`src/rtl/pipe_skid_reg.sv`:
```
// Pipeline stage register with an optional second (skid) entry so that
// in_ready can be driven from a flop instead of from out_ready.
module pipe_skid_reg #(
  parameter int unsigned DATA_W   = 128,
  parameter bit          SKID     = 1'b1,
  parameter logic [31:0] RESET_PC = 32'h0000_3000,
  parameter int unsigned CNT_W    = 16
) (
  input  logic              clk,
  input  logic              reset,
  input  logic              flush,
  input  logic              in_valid,
  output logic              in_ready,
  input  logic [31:0]       in_pc,
  input  logic [31:0]       in_instr,
  input  logic [DATA_W-1:0] in_data,
  output logic              out_valid,
  input  logic              out_ready,
  output logic [31:0]       out_pc,
  output logic [31:0]       out_instr,
  output logic [DATA_W-1:0] out_data,
  output logic [CNT_W-1:0]  stall_cnt
);

  logic              main_valid_q, main_valid_d;
  logic [31:0]       main_pc_q,    main_pc_d;
  logic [31:0]       main_instr_q, main_instr_d;
  logic [DATA_W-1:0] main_data_q,  main_data_d;

  logic              skid_valid_q, skid_valid_d;
  logic [31:0]       skid_pc_q,    skid_pc_d;
  logic [31:0]       skid_instr_q, skid_instr_d;
  logic [DATA_W-1:0] skid_data_q,  skid_data_d;

  logic [CNT_W-1:0]  stall_cnt_q,  stall_cnt_d;

  logic accept;
  logic consume;

  // With the skid entry present, a full skid is the only reason to refuse
  // input, so in_ready never looks at out_ready.
  assign in_ready = SKID ? ~skid_valid_q : (~main_valid_q | out_ready);
  assign accept   = in_valid & in_ready & ~flush;
  assign consume  = main_valid_q & out_ready;

  always_comb begin
    // NOTE: every variable gets a hold default first so no path leaves it
    // unassigned; otherwise synthesis infers a latch.
    main_valid_d = main_valid_q;
    main_pc_d    = main_pc_q;
    main_instr_d = main_instr_q;
    main_data_d  = main_data_q;
    skid_valid_d = skid_valid_q;
    skid_pc_d    = skid_pc_q;
    skid_instr_d = skid_instr_q;
    skid_data_d  = skid_data_q;
    stall_cnt_d  = stall_cnt_q;

    if (flush) begin
      main_valid_d = 1'b0;
      main_pc_d    = in_pc;
      main_instr_d = '0;
      main_data_d  = '0;
      skid_valid_d = 1'b0;
    end else if (consume && skid_valid_q) begin
      main_pc_d    = skid_pc_q;
      main_instr_d = skid_instr_q;
      main_data_d  = skid_data_q;
      skid_valid_d = 1'b0;
    end else if (accept && (!main_valid_q || consume)) begin
      main_valid_d = 1'b1;
      main_pc_d    = in_pc;
      main_instr_d = in_instr;
      main_data_d  = in_data;
    end else if (accept) begin
      // Only reachable with SKID=1: main is busy and not draining.
      skid_valid_d = 1'b1;
      skid_pc_d    = in_pc;
      skid_instr_d = in_instr;
      skid_data_d  = in_data;
    end else if (consume) begin
      main_valid_d = 1'b0;
      main_instr_d = '0;
    end

    if (main_valid_q && !out_ready && (stall_cnt_q != {CNT_W{1'b1}})) begin
      stall_cnt_d = stall_cnt_q + CNT_W'(1);
    end
  end

  always_ff @(posedge clk) begin
    // NOTE: sequential state uses non-blocking assignments so every flop
    // samples the pre-edge value regardless of statement order.
    if (reset) begin
      main_valid_q <= 1'b0;
      main_pc_q    <= RESET_PC;
      main_instr_q <= '0;
      main_data_q  <= '0;
      skid_valid_q <= 1'b0;
      stall_cnt_q  <= '0;
    end else begin
      main_valid_q <= main_valid_d;
      main_pc_q    <= main_pc_d;
      main_instr_q <= main_instr_d;
      main_data_q  <= main_data_d;
      skid_valid_q <= skid_valid_d;
      stall_cnt_q  <= stall_cnt_d;
    end
  end

  // NOTE: the skid payload is never observed unless skid_valid_q is set, so
  // it is left without reset like any storage array.
  always_ff @(posedge clk) begin
    skid_pc_q    <= skid_pc_d;
    skid_instr_q <= skid_instr_d;
    skid_data_q  <= skid_data_d;
  end

  assign out_valid = main_valid_q;
  assign out_pc    = main_pc_q;
  assign out_instr = main_instr_q;
  assign out_data  = main_data_q;
  assign stall_cnt = stall_cnt_q;

endmodule
```
`config.mk`:
```
export PLATFORM = sky130hd
export DESIGN_NAME = pipe_skid_reg
export DESIGN_NICKNAME = d
export VERILOG_FILES = /design/src/rtl/pipe_skid_reg.sv
export SDC_FILE = /design/constraint.sdc
export NUM_CORES = 1
export LEC_CHECK = 0
export CAP_MARGIN = 25
export CORE_MARGIN = 10
export CORE_UTILIZATION = 25
export DETAILED_ROUTE_END_ITERATION = 10
export PLACE_DENSITY = 0.45
export SETUP_SLACK_MARGIN = 0.05
export SYNTH_ARGS = -nofsm -noshare
export SYNTH_HDL_FRONTEND = slang
export SYNTH_SLANG_ARGS = --single-unit
```
`constraint.sdc`:
```
create_clock -name clk -period 15.6 [get_ports clk]
set_clock_uncertainty 0.15 [all_clocks]
set_input_delay 3.12 -clock clk [delete_from_list [all_inputs] [get_ports clk]]
set_output_delay 3.12 -clock clk [all_outputs]
set_load 0.01 [all_outputs]
```
==> results list, run 1 <==
* Status: completed
- The wire-length estimate of the detail-placed layout is 32.5 mm.
* Critical path data arrival time: 6.32 ns
- Site Rows: 89
- Proportion of register bits with asynchronous set or reset after synthesis: 0%
- For the worst setup path, the data required time is 15.63 ns.
* Width of the die: 263 microns
- Category of the worst setup path launch point: input pin
* Cell area after synthesis: 0.0148 sq mm
- Gates resized during post-CTS repair numbered 0.
* Launch point of the worst hold path: skid_instr_q[21]
* Number of unique standard cell types used by synthesis: 40
- YS warnings: 0
* Register-to-register path setup slack: 11.95 ns
- edfxtp_1 takes more of the synthesized area than any other cell.
* Largest fanout of any net on the critical path: 67
- The tightest hold path in the finished design has a slack of 0.338 ns.
* Number of global-route vias before repair: 11,539
- Synthesized netlist net count: 1,510
- Final non-filler cell area: 0.0210 sq mm
* Switching Share: 22.1%
* Max Clk Rate: 0.159 GHz
- Post-detailed-route wirelength per cell: 20.4 microns
- The congestion estimate from routability-driven global placement came to 0.730.
- Total setup violations reported at the end of the flow: 0
* Transition time at the pin with the least slew margin: 0.997 ns
- Storage cell area: 0.00997 sq mm
- In this run the critical register-to-register path is captured at skid_pc_q[21].
- Register area share after synthesis: 67.5%
- In the synthesized netlist the dominant register cell turns out to be dfxtp_1.
* Number of hold violations in the final report: 0
- In this run the tightest slew margin relative to its limit is 33.5%.
* Pwr/cell area: 115 mW/mm^2
* Full die area: 0.0692 sq mm
* Total clock buffers created by CTS: 47
* Count of H-tree levels built during CTS: 2
- Antenna Violating Nets Remaining: 0
* Post-CTS Setup Bufs: 0
* Maximum number of buffers from clock root to sink: 3
- DP Area: 0.0195 sq mm
- Combinational logic burns 8.0% of the power.
* Global-route wire length before repair: 76.3 mm
- DRC violation count after routing: 0
- Initial antenna violation count: 11
* Largest voltage drop on the vdd net: 0.0613 mV
- Largest net degree at the start of global routing: 194
- Fin Setup TNS: 0 ns
- Synth top area share: 39.1%
- The first detailed-routing pass took 8 iterations.
- Number of placed instances, taps included: 2,397
- Clock latency of the later-clocked register in the worst-skew pair: 0.56 ns
- Internal power comes to 1.88 mW.
* Routed vias/inst: 4.70
* Number of inserted filler cells in the final layout: 5,868
* Fraction of final layout cells with drive strength greater than 1: 5.73%
- Fraction of power consumed by sequential logic: 47.3%
- STA classifies the critical path endpoint as a register.
- Yosys instantiated no cell more often than nand2_1.
- Via Count: 11,689
- The worst path uses 40.3% of the clock period.
- Buffers placed on the I/O ports in this run total 406.
* Post-layout minimum cycle time: 6.29 ns
- WHS Path Cells: 2
* Synthesis-stage register bit count: 402
- Die Y: 263 microns
- Core Area: 0.0588 sq mm
* Sum of internal, switching and leakage power: 2.41 mW
* Count of maximum capacitance violations: 0
* Overflow left after global routing: 0
* Clock Tree Root: clkbuf_16
- Synthesized area divided by synthesized cell count: 11.3 sq um
- The worst register-to-register path has a depth of 4.
- Setup repair after global routing left no endpoint under its margin.
- Total wire length: 50.8 mm
- Total number of clock tree sinks: 402
* Worst-case hold path end point: out_instr[21]
- Max-slew violation count: 0
- Global-route usage over all layers: 14.0%
- The worst hold path belongs to the class register to register.
* Clock Pin Slew Worst Setup and Hold Paths: 0.05 ns
- The clock network is responsible for 44.7% of the overall power.
* Number of ports placed on the die boundary: 407
- Counting flops with a built-in enable in the synthesized netlist gives 192.
- For this run, the post-layout net count is 1,873.
* Area delta synth->final: 42.5%
* RR Startpoint: skid_valid_q
- Synthesis produced 1,312 cells.
- Count of hold buffers inserted by post-cts repair: 0
- Footprint of the multi-input gates: 0.00434 sq mm
- Commonest cells in the synthesized netlist: 297 x nand2_1, 210 x dfxtp_1, 192 x edfxtp_1
- The worst setup path is of the input pin to register kind.
- The analysis attributes to net switching a power of 533 uW.
- Clock tree from TritonCTS: yes
- Leakage power total: 6.95 nW
- Yosys attributes the largest share of cell area to edfxtp_1 39%, dfxtp_1 28%, a311oi_1 9.4%, nand2_1 7.6%, nor2_1 4.4%.
- After the first detailed-routing iteration, the DRC count stood at 724.
* Starting density of the core: 25.1%
* Layout Cells excl Fill: 2,487
==> worst max path at each step <==
stage / startpoint / end
2_1_floorplan: flush / skid_data_q[0]
3_3_place_gp: in_valid / skid_pc_q[18]
3_5_place_dp: in_valid / skid_pc_q[18]
4_1_cts: in_valid / skid_data_q[27]
5_1_grt: in_valid / skid_pc_q[21]
6_report: in_valid / skid_pc_q[21]
==> per-layer routing <==
layer | vias to the layer above | part of all wire, % | GRT usage, %
li1 | 5592 | - | -
met1 | 5683 | 41 | 16.8
met2 | 318 | 48 | 23.0
met3 | 80 | 8.0 | 5.25
met4 | 16 | 2.1 | 3.96
met5 | - | 0.19 | 0
==> state kept, by name (all words and copies together) (netlist names) <==
signal        cells
out_instr        32
skid_valid_q      1
stall_cnt        16
skid_pc_q        32
out_valid         1
skid_instr_q     32
out_pc           32
out_data        128
skid_data_q     128
==> kinds of logic (layout without fill, tap and decap cells) <==
family	count (synthesis)	count (layout)	share of synthesized area, %
other	0	3	0
buffers and inverters	114	513	3.37
adders and majority gates	1	1	0.0847
AOI/OAI and AO/OA	250	250	13.9
xor gates and xnor gates	1	1	0.0593
DFF	402	402	67.5
muxes	5	5	0.356
and+or+nand+nor	539	539	14.7
==> placed cells by master (no fill, tap or decap), drive strengths merged <==
| cell type | Yosys | routed |
|---|---|---|
| edfxtp | 192 | 192 |
| nor3 | 37 | 37 |
| nor2b | 3 | 3 |
| nor2 | 173 | 173 |
| a222oi | 32 | 32 |
| a21o | 2 | 2 |
| mux2i | 3 | 3 |
| dfxtp | 210 | 210 |
| nand4 | 5 | 5 |
| diode | 0 | 3 |
| mux2 | 2 | 2 |
| nand3 | 4 | 4 |
| o311ai | 2 | 2 |
| a31oi | 1 | 1 |
| o311a | 1 | 1 |
| xor2 | 1 | 1 |
| nor4 | 3 | 3 |
| or3b | 1 | 1 |
| clkbuf | 71 | 78 |
| clkdlybuf4s50 | 0 | 404 |
| o21ai | 37 | 37 |
| a21oi | 10 | 10 |
| o21a | 1 | 1 |
| inv | 4 | 4 |
| or4 | 4 | 4 |
| clkinv | 0 | 5 |
| a311oi | 158 | 158 |
| or2 | 3 | 3 |
| ha | 1 | 1 |
| nand4b | 1 | 1 |
| nand2 | 297 | 297 |
| nand2b | 1 | 1 |
| bufinv | 0 | 2 |
| buf | 39 | 20 |
| or3 | 6 | 6 |
| and4b | 1 | 1 |
| o31ai | 3 | 3 |
| o41ai | 3 | 3 |
==> power by group through the flow <==
stage / Combinational, mW / Sequential, mW / Clock, mW
after floorplan: 0.0647 / 1.17 / 0
after global placement: 0.192 / 1.16 / 0
after detailed placement: 0.194 / 1.16 / 0
after CTS: 0.195 / 1.14 / 1.12
after global routing: 0.210 / 1.14 / 1.16
final: 0.192 / 1.14 / 1.08
==> area by class of cell <==
class / count / area share [%]
Antenna cell: 3 / 0.0357
Inverter: 4 / 0.0714
Clock buffer: 78 / 6.72
Timing Repair Buffer: 424 / 20.2
Sequential cell: 402 / 47.4
Multi-Input combinational cell: 796 / 20.6
Tap cell: 773 / 4.60
Clock inverter: 7 / 0.416
==> critical path, cell delays in order <==
cell and delay, ns:
clkdlybuf4s50_1 0.51, or3b_1 0.49, nor2_4 0.46, buf_4 0.70
buf_4 0.85
==> per-stage QoR <==
| step | utilization (%) | setup slack [ns] |
|---|---|---|
| floorplan | - | 3.17 |
| global placement | 33.1 | 8.69 |
| detailed placement | 33.1 | 8.68 |
| CTS | 35.7 | 9.29 |
| global route | 35.8 | 9.12 |
| finish | 35.8 | 9.31 |
Power figures use the tool's default switching activity.
==> inputs of run 2 (changes only) <==
--- a/config.mk
+++ b/config.mk
@@ -9,7 +9,7 @@
 export CORE_MARGIN = 10
 export CORE_UTILIZATION = 25
 export DETAILED_ROUTE_END_ITERATION = 10
-export PLACE_DENSITY = 0.45
+export PLACE_DENSITY = 0.47
 export SETUP_SLACK_MARGIN = 0.05
 export SYNTH_ARGS = -nofsm -noshare
 export SYNTH_HDL_FRONTEND = slang
==> constraint.sdc (replaced) <==
create_clock -name clk -period 5.3 [get_ports clk]
set_clock_uncertainty 0.15 [all_clocks]
set_input_delay 1.06 -clock clk [delete_from_list [all_inputs] [get_ports clk]]
set_output_delay 1.06 -clock clk [all_outputs]
set_load 0.01 [all_outputs]
==> run 2 against run 1 <==
- register-to-register slack worse by 9.3 ns
- first-iteration DRC count up 28%
- highest routed layer unchanged
- count of clock-buffer cells in the layout down 10
- sequential power rose to 2.9 times the previous value
- combinational power rose to 2.9 times the previous value
- cell area unchanged
- non-clock buffer count unchanged
- core utilization unchanged
- critical path depth up 1
- largest cell class unchanged
- worst setup slack worse by 7.2 ns
- routed wire length down 0.59%
==> results list, run 2 (synthesis gave the netlist of run 1 again) <==
* Total clock buffers created by CTS: 47 (unchanged)
* Fin Setup TNS: 0 ns (unchanged)
* IO Port Bufs: 406 (unchanged)
* Starting density of the core: 25.1% (unchanged)
- The area growth from synthesis to layout was 42.5% (unchanged).
* Max-slew violation count: 0 (unchanged)
* Transition time at the pin with the least slew margin: 0.968 ns (-0.0287 ns)
* Critical path data arrival time: 3.51 ns (-2.81 ns)
- The share of layout cells above drive strength 1 came to 6.07% (+0.34 points).
- Global-route wire length before repair: 76.4 mm (about the same)
- The number of setup violations in the final report came to 0 (unchanged).
- The smallest clock period supported by the final layout is computed as 3.19 ns.
- Clock Tree Root: clkbuf_16
- The largest stage delay on the critical path came to 0.73 ns (-0.12 ns).
- Switching Share: 23.1% (+0.98 points)
* Fraction of power consumed by sequential logic: 47.7% (+0.4 points)
* Post-CTS Setup Bufs: 0 (unchanged)
- Number of global-route vias before repair: 11,618 (+0.68%)
- TritonCTS built the clock tree.
- The power density normalized to cell area came to 334 mW/mm^2 (+190%).
* Global-route usage over all layers: 13.9% (-0.047 points)
* Commonest non-fill, non-tap cells in the layout: 404 x clkdlybuf4s50_1, 297 x nand2_1, 210 x dfxtp_1
- The full die area came to 0.0692 sq mm (unchanged).
- The count of pins on the block boundary was 407 (unchanged).
- The switching component of the power is 1.62 mW (+200%).
- Via Count: 11,771 (+0.70%)
* Clock Pin Slew Worst Setup and Hold Paths: 0.06 ns (about the same)
- Cell class contributing the biggest share of worst-path delay: buffers and inverters
* Core Area: 0.0588 sq mm (unchanged)
- The critical-path maximum fanout was 90 (+34%).
- The standby leakage power came to 6.95 nW (about the same).
- The tightest hold margin was 0.340 ns (+0.00159 ns).
* Largest net degree at the start of global routing: 121 (-38%)
- The number of buffers and inverters on the critical path came to 2 (-1).
* Most common cell after layout, fill and taps aside: clkdlybuf4s50_1
- Crit path max-delay cell type: buf_4
- Number of nets in the finished design: 1,873 (unchanged)
- The overflow left after global routing came to 0 (unchanged).
- Number of placed instances, taps included: 2,399 (+0.083%)
- The post-detailed-route wirelength per cell came to 20.3 microns (-0.63%).
* Power share of the clock group: 44.3% (-0.4 points)
- Site Rows: 89 (unchanged)
- The number of nets with antenna violations after detailed routing is 0 (unchanged).
* Category of the worst setup path launch point: input pin
* Total wire length: 50.5 mm (-0.59%)
- The DRC violation total after the first TritonRoute iteration is 927 (+28%).
- The level count of the clock H-tree was 2 (unchanged).
- The global placer's final weighted congestion is 0.750 (+2.8%).
- The worst max-slew margin expressed relative to the limit is 35.5% (+1.9 points).
- Width of the die: 263 microns (unchanged)
- The cell-internal power was 5.41 mW (+190%).
* Kind of end point of the critical path: register
* Die Y: 263 microns (unchanged)
* Clock latency of the later-clocked register in the worst-skew pair: 0.58 ns (+0.02 ns)
- The post-route DRC violation count came to 0 (unchanged).
* Layout Cells excl Fill: 2,488 (+0.040%)
* Final worst-path cycle share: 60.2%
- The relative contribution of combinational cells to total power came to 8.0% (about the same).
- Maximum number of buffers from clock root to sink: 3 (unchanged)
- The critical path goes through clkdlybuf4s50_1 > or3b_1 > a21oi_4 > buf_4 > nor2_1 > a311oi_1.
- The peak supply drop was 0.196 mV (+220%).
- Count of hold buffers inserted by post-cts repair: 0 (unchanged)
* Total number of clock tree sinks: 402 (unchanged)
- The max-cap violation count was 0 (unchanged).
- Max Clk Rate: 0.314 GHz
- Post-detail-place hpwl: 32.5 mm (+0.11%)
- The flow ran to the end, and the final reports show no timing, DRC or antenna violations.
* Initial antenna violation count: 6 (-5)
- Number of hold violations in the final report: 0 (unchanged)
- The post-cts repair resize count is 0 (unchanged).
- CP required: 5.62 ns (-10.01 ns)
* Routed vias/inst: 4.73 (+0.66%)
- Worst min-delay path category: register to register
- The critical path in this run is classified as input pin to register.
- Setup repair after global routing missed its margin: false
* Number of optimization iterations in the first detailed-route pass: 6 (-2)
* Sum of internal, switching and leakage power: 7.03 mW (+190%)
-- run 2: path summary, 6_finish.rpt --
kind	from	to	slack, ns	cells past startpoint
setup / recovery	in_valid	out_data[54]	2.11	6
hold / removal	skid_instr_q[7]	out_instr[7]	0.34	2
setup reg to reg	skid_valid_q	out_data[54]	2.69	5
hold reg to reg	skid_instr_q[7]	out_instr[7]	0.34	2
-- run 2: power groups by stage --
stage | registers [mW] | logic, mW | clock network (mW)
4_1_cts | 3.36 | 0.573 | 3.23
3_5_place_dp | 3.42 | 0.571 | 0
5_1_grt | 3.36 | 0.614 | 3.35
2_1_floorplan | 3.45 | 0.191 | 0
3_3_place_gp | 3.42 | 0.564 | 0
6_report | 3.36 | 0.563 | 3.11
-- run 2: stage by stage --
step | cell area (sq um) | util [%] | setup WS [ns]
final | 21000 | 35.8 | 2.11
after global routing | 21000 | 35.8 | 1.90
after CTS | 21000 | 35.8 | 2.11
after detailed placement | 19600 | 33.3 | 1.48
after global placement | 19600 | 33.3 | 1.56
after floorplan | 14800 | - | 0.353
-- run 2: area by class of cell --
cell class / count / area (sq um)
flip-flops and latches: 402 / 9970
multi-input cells: 796 / 4340
well taps: 773 / 967
diodes: 1 / 2.50
fillers: 5823 / 37800
clock buffers: 68 / 1330
repair buffers: 424 / 4280
inverters: 4 / 15.0
clock inverters: 20 / 141
-- run 2: worst min-delay path: stages, from the launching register on --
cell and delay [ns]:
edfxtp_1 0.32, a222oi_1 0.06, nor2_1 0.08
-- run 2: per-layer routing --
metal	track usage, %	vias up	part of all wire, %
met2	23.6	357	49
met4	3.91	10	2.2
met3	4.86	67	7.7
met5	0	-	0.14
met1	16.5	5745	41
li1	-	5592	-
==> inputs of run 3 (changes only) <==
==> constraint.sdc (replaced) <==
create_clock -name clk -period 2.7 [get_ports clk]
set_clock_uncertainty 0.15 [all_clocks]
set_input_delay 0.54 -clock clk [delete_from_list [all_inputs] [get_ports clk]]
set_output_delay 0.54 -clock clk [all_outputs]
set_load 0.01 [all_outputs]
==> run 3 against run 2 <==
- cell area is 3.5% higher
- sequential power up 96%
- die area is the same
- count of clock-buffer cells in the layout down 2
- critical endpoint is now out_valid
- largest cell class unchanged
- largest power group unchanged
==> results list, run 3 (synthesis gave the netlist of run 1 again) <==
- Status: completed
- The worst-case setup margin in the final layout is 0.247 ns (-1.86 ns).
- The max-cap violation count came to 0 (unchanged).
- Number of global-route vias before repair: 11,675 (+0.49%)
* Post-detailed-route wirelength per cell: 19.8 microns (-2.4%)
* Transition time at the pin with the least slew margin: 0.913 ns (-0.0549 ns)
* Global-route usage over all layers: 13.9% (-0.066 points)
* Critical path buffers and inverters: 1 (-1)
* Worst setup slack before clock tree synthesis: -0.00689 ns (-1.49 ns)
* Full die area: 0.0692 sq mm (unchanged)
- The total power of the final layout is 14.2 mW (+100%).
* Cell class contributing the biggest share of worst-path delay: buffers and inverters
* Remaining max-slew budget at the tightest pin: 39.1% (+3.7 points)
- The total iterations of the first detailed-routing run was 6 (unchanged).
- Number of ports placed on the die boundary: 407 (unchanged)
- Largest fanout of any net on the critical path: 10 (-89%)
- The DRC violation total after the first TritonRoute iteration was 711 (-23%).
* Post-detail-place hpwl: 34.7 mm (+6.7%)
- IO Port Bufs: 406 (unchanged)
- The effective utilization at floorplan is 25.1% (unchanged).
- CP required: 2.01 ns (-3.61 ns)
* Total setup violations reported at the end of the flow: 0 (unchanged)
- The setup TNS is 0 ns (unchanged).
- The peak supply drop is 0.548 mV (+180%).
* Post-CTS Setup Bufs: 0 (unchanged)
- The net count reported at finish was 1,922 (+2.6%).
- Fraction of final layout cells with drive strength greater than 1: 8.91% (+2.8 points)
- Via Count: 11,705 (-0.56%)
- Final worst-path cycle share: 90.9%
- DRC violation count after routing: 0 (unchanged)
- Routed vias/inst: 4.62 (-2.4%)
* Critical path data arrival time: 1.76 ns (-1.75 ns)
- The final standard cell utilization of the core is 37.1% (+1.3 points).
- Resized Gates After CTS: 0 (unchanged)
* Site Rows: 89 (unchanged)
- Maximum number of buffers from clock root to sink: 3 (unchanged)
* Crit path max-delay cell type: clkdlybuf4s50_1
- Max incr delay on CP: 0.64 ns (-0.09 ns)
- The area growth from synthesis to layout is 47.6%.
* Post-layout minimum cycle time: 2.45 ns
- Initial antenna violation count: 5 (-1)
- Clock tree from TritonCTS: yes
- The core outline area came to 0.0588 sq mm (unchanged).
* Die Y: 263 microns (unchanged)
* Clock Tree Root: clkbuf_16
- Category of the worst setup path launch point: register
- Setup repair after global routing left no endpoint under its margin.
- CP cell instances: clkdlybuf4s50_1
- The clock sink count came to 402 (unchanged).
- The number of nets with antenna violations after detailed routing came to 0 (unchanged).
* Final RePlAce weighted congestion: 0.763 (+1.7%)
- Max Clk Rate: 0.408 GHz
* Number of hold violations in the final report: 0 (unchanged)
* Pwr/cell area: 652 mW/mm^2 (+95%)
* Number of inserted filler cells in the final layout: 5,813 (-0.17%)
- The path class of the tightest hold or removal check is register to register.
* Largest net degree at the start of global routing: 127 (+5.0%)
* Global-route wire length before repair: 76.1 mm (-0.47%)
- The insertion delay of the later-clocked pin in the worst-skew pair was 0.59 ns (about the same).
* Width of the die: 263 microns (unchanged)
- Leakage power total: 7.32 nW (+5.4%)
- The max-slew violation count was 0 (unchanged).
- The clock transition at the registers of the reported paths came to 0.07 ns (about the same).
- Count of hold buffers inserted by post-cts repair: 0 (unchanged)
- Count of H-tree levels built during CTS: 2 (unchanged)
- Total clock buffers created by CTS: 46 (-2.1%)
* Crit Path Class: register to output pin
- The sum of routed wire length over all layers was 50.2 mm (-0.52%).
- STA classifies the critical path endpoint as an output pin.
- The overflow left after global routing came to 0 (unchanged).
* Commonest non-fill, non-tap cells in the layout: 404 x clkdlybuf4s50_1, 297 x nand2_1, 210 x dfxtp_1
- Most common cell after layout, fill and taps aside: clkdlybuf4s50_1
-- run 3: final timing paths --
check	startpoint	to	slack, ns	cells past startpoint
setup / recovery	out_valid	out_valid	0.25	1
hold / removal	skid_instr_q[23]	out_instr[23]	0.33	2
setup reg to reg	out_valid	stall_cnt[14]	0.55	4
hold reg to reg	skid_instr_q[23]	out_instr[23]	0.33	2
-- run 3: layer usage --
| layer | routed length (microns) | share of wire [%] | up-vias | global-route usage [%] |
|---|---|---|---|---|
| li1 | - | - | 5685 | - |
| met4 | 1090 | 2.2 | 6 | 3.99 |
| met2 | 24300 | 48 | 317 | 23.0 |
| met5 | 35 | 0.070 | - | 0.0710 |
| met3 | 3790 | 7.5 | 72 | 4.79 |
| met1 | 21000 | 42 | 5625 | 16.7 |
-- run 3: area by class of cell --
class / count / area [sq um] / share of cell area, %
tap: 773 / 967 / 4.44
multi-input combinational: 796 / 4340 / 19.9
timing repair buffer: 474 / 4930 / 22.6
clock buffer: 66 / 1310 / 6.00
inverter: 4 / 15.0 / 0.0689
antenna: 1 / 2.50 / 0.0115
sequential: 402 / 9970 / 45.8
clock inverter: 20 / 256 / 1.18
-- run 3: power by group --
part	leakage, nW	internal, mW	total [mW]	switching (mW)
clock network	0.764	3.86	6.45	2.59
registers	3.44	6.52	6.59	0.0758
logic	3.12	0.630	1.16	0.535
total	7.32	11.0	14.2	3.20
-- run 3: worst min-delay path, stage by stage (launching register included) --
cell and delay, ns:
edfxtp_1 0.33, a222oi_1 0.06, nor2_1 0.09
-- run 3: per-stage QoR --
stage / hold WS [ns] / area [sq um] / std cells
floorplan: 0.311 / 14800 / 1312
global placement: 0.315 / 20200 / 2449
detailed placement: 0.326 / 20200 / 2449
CTS: 0.329 / 21800 / 2535
global route: 0.344 / 21800 / 2536
finish: 0.326 / 21800 / 2536
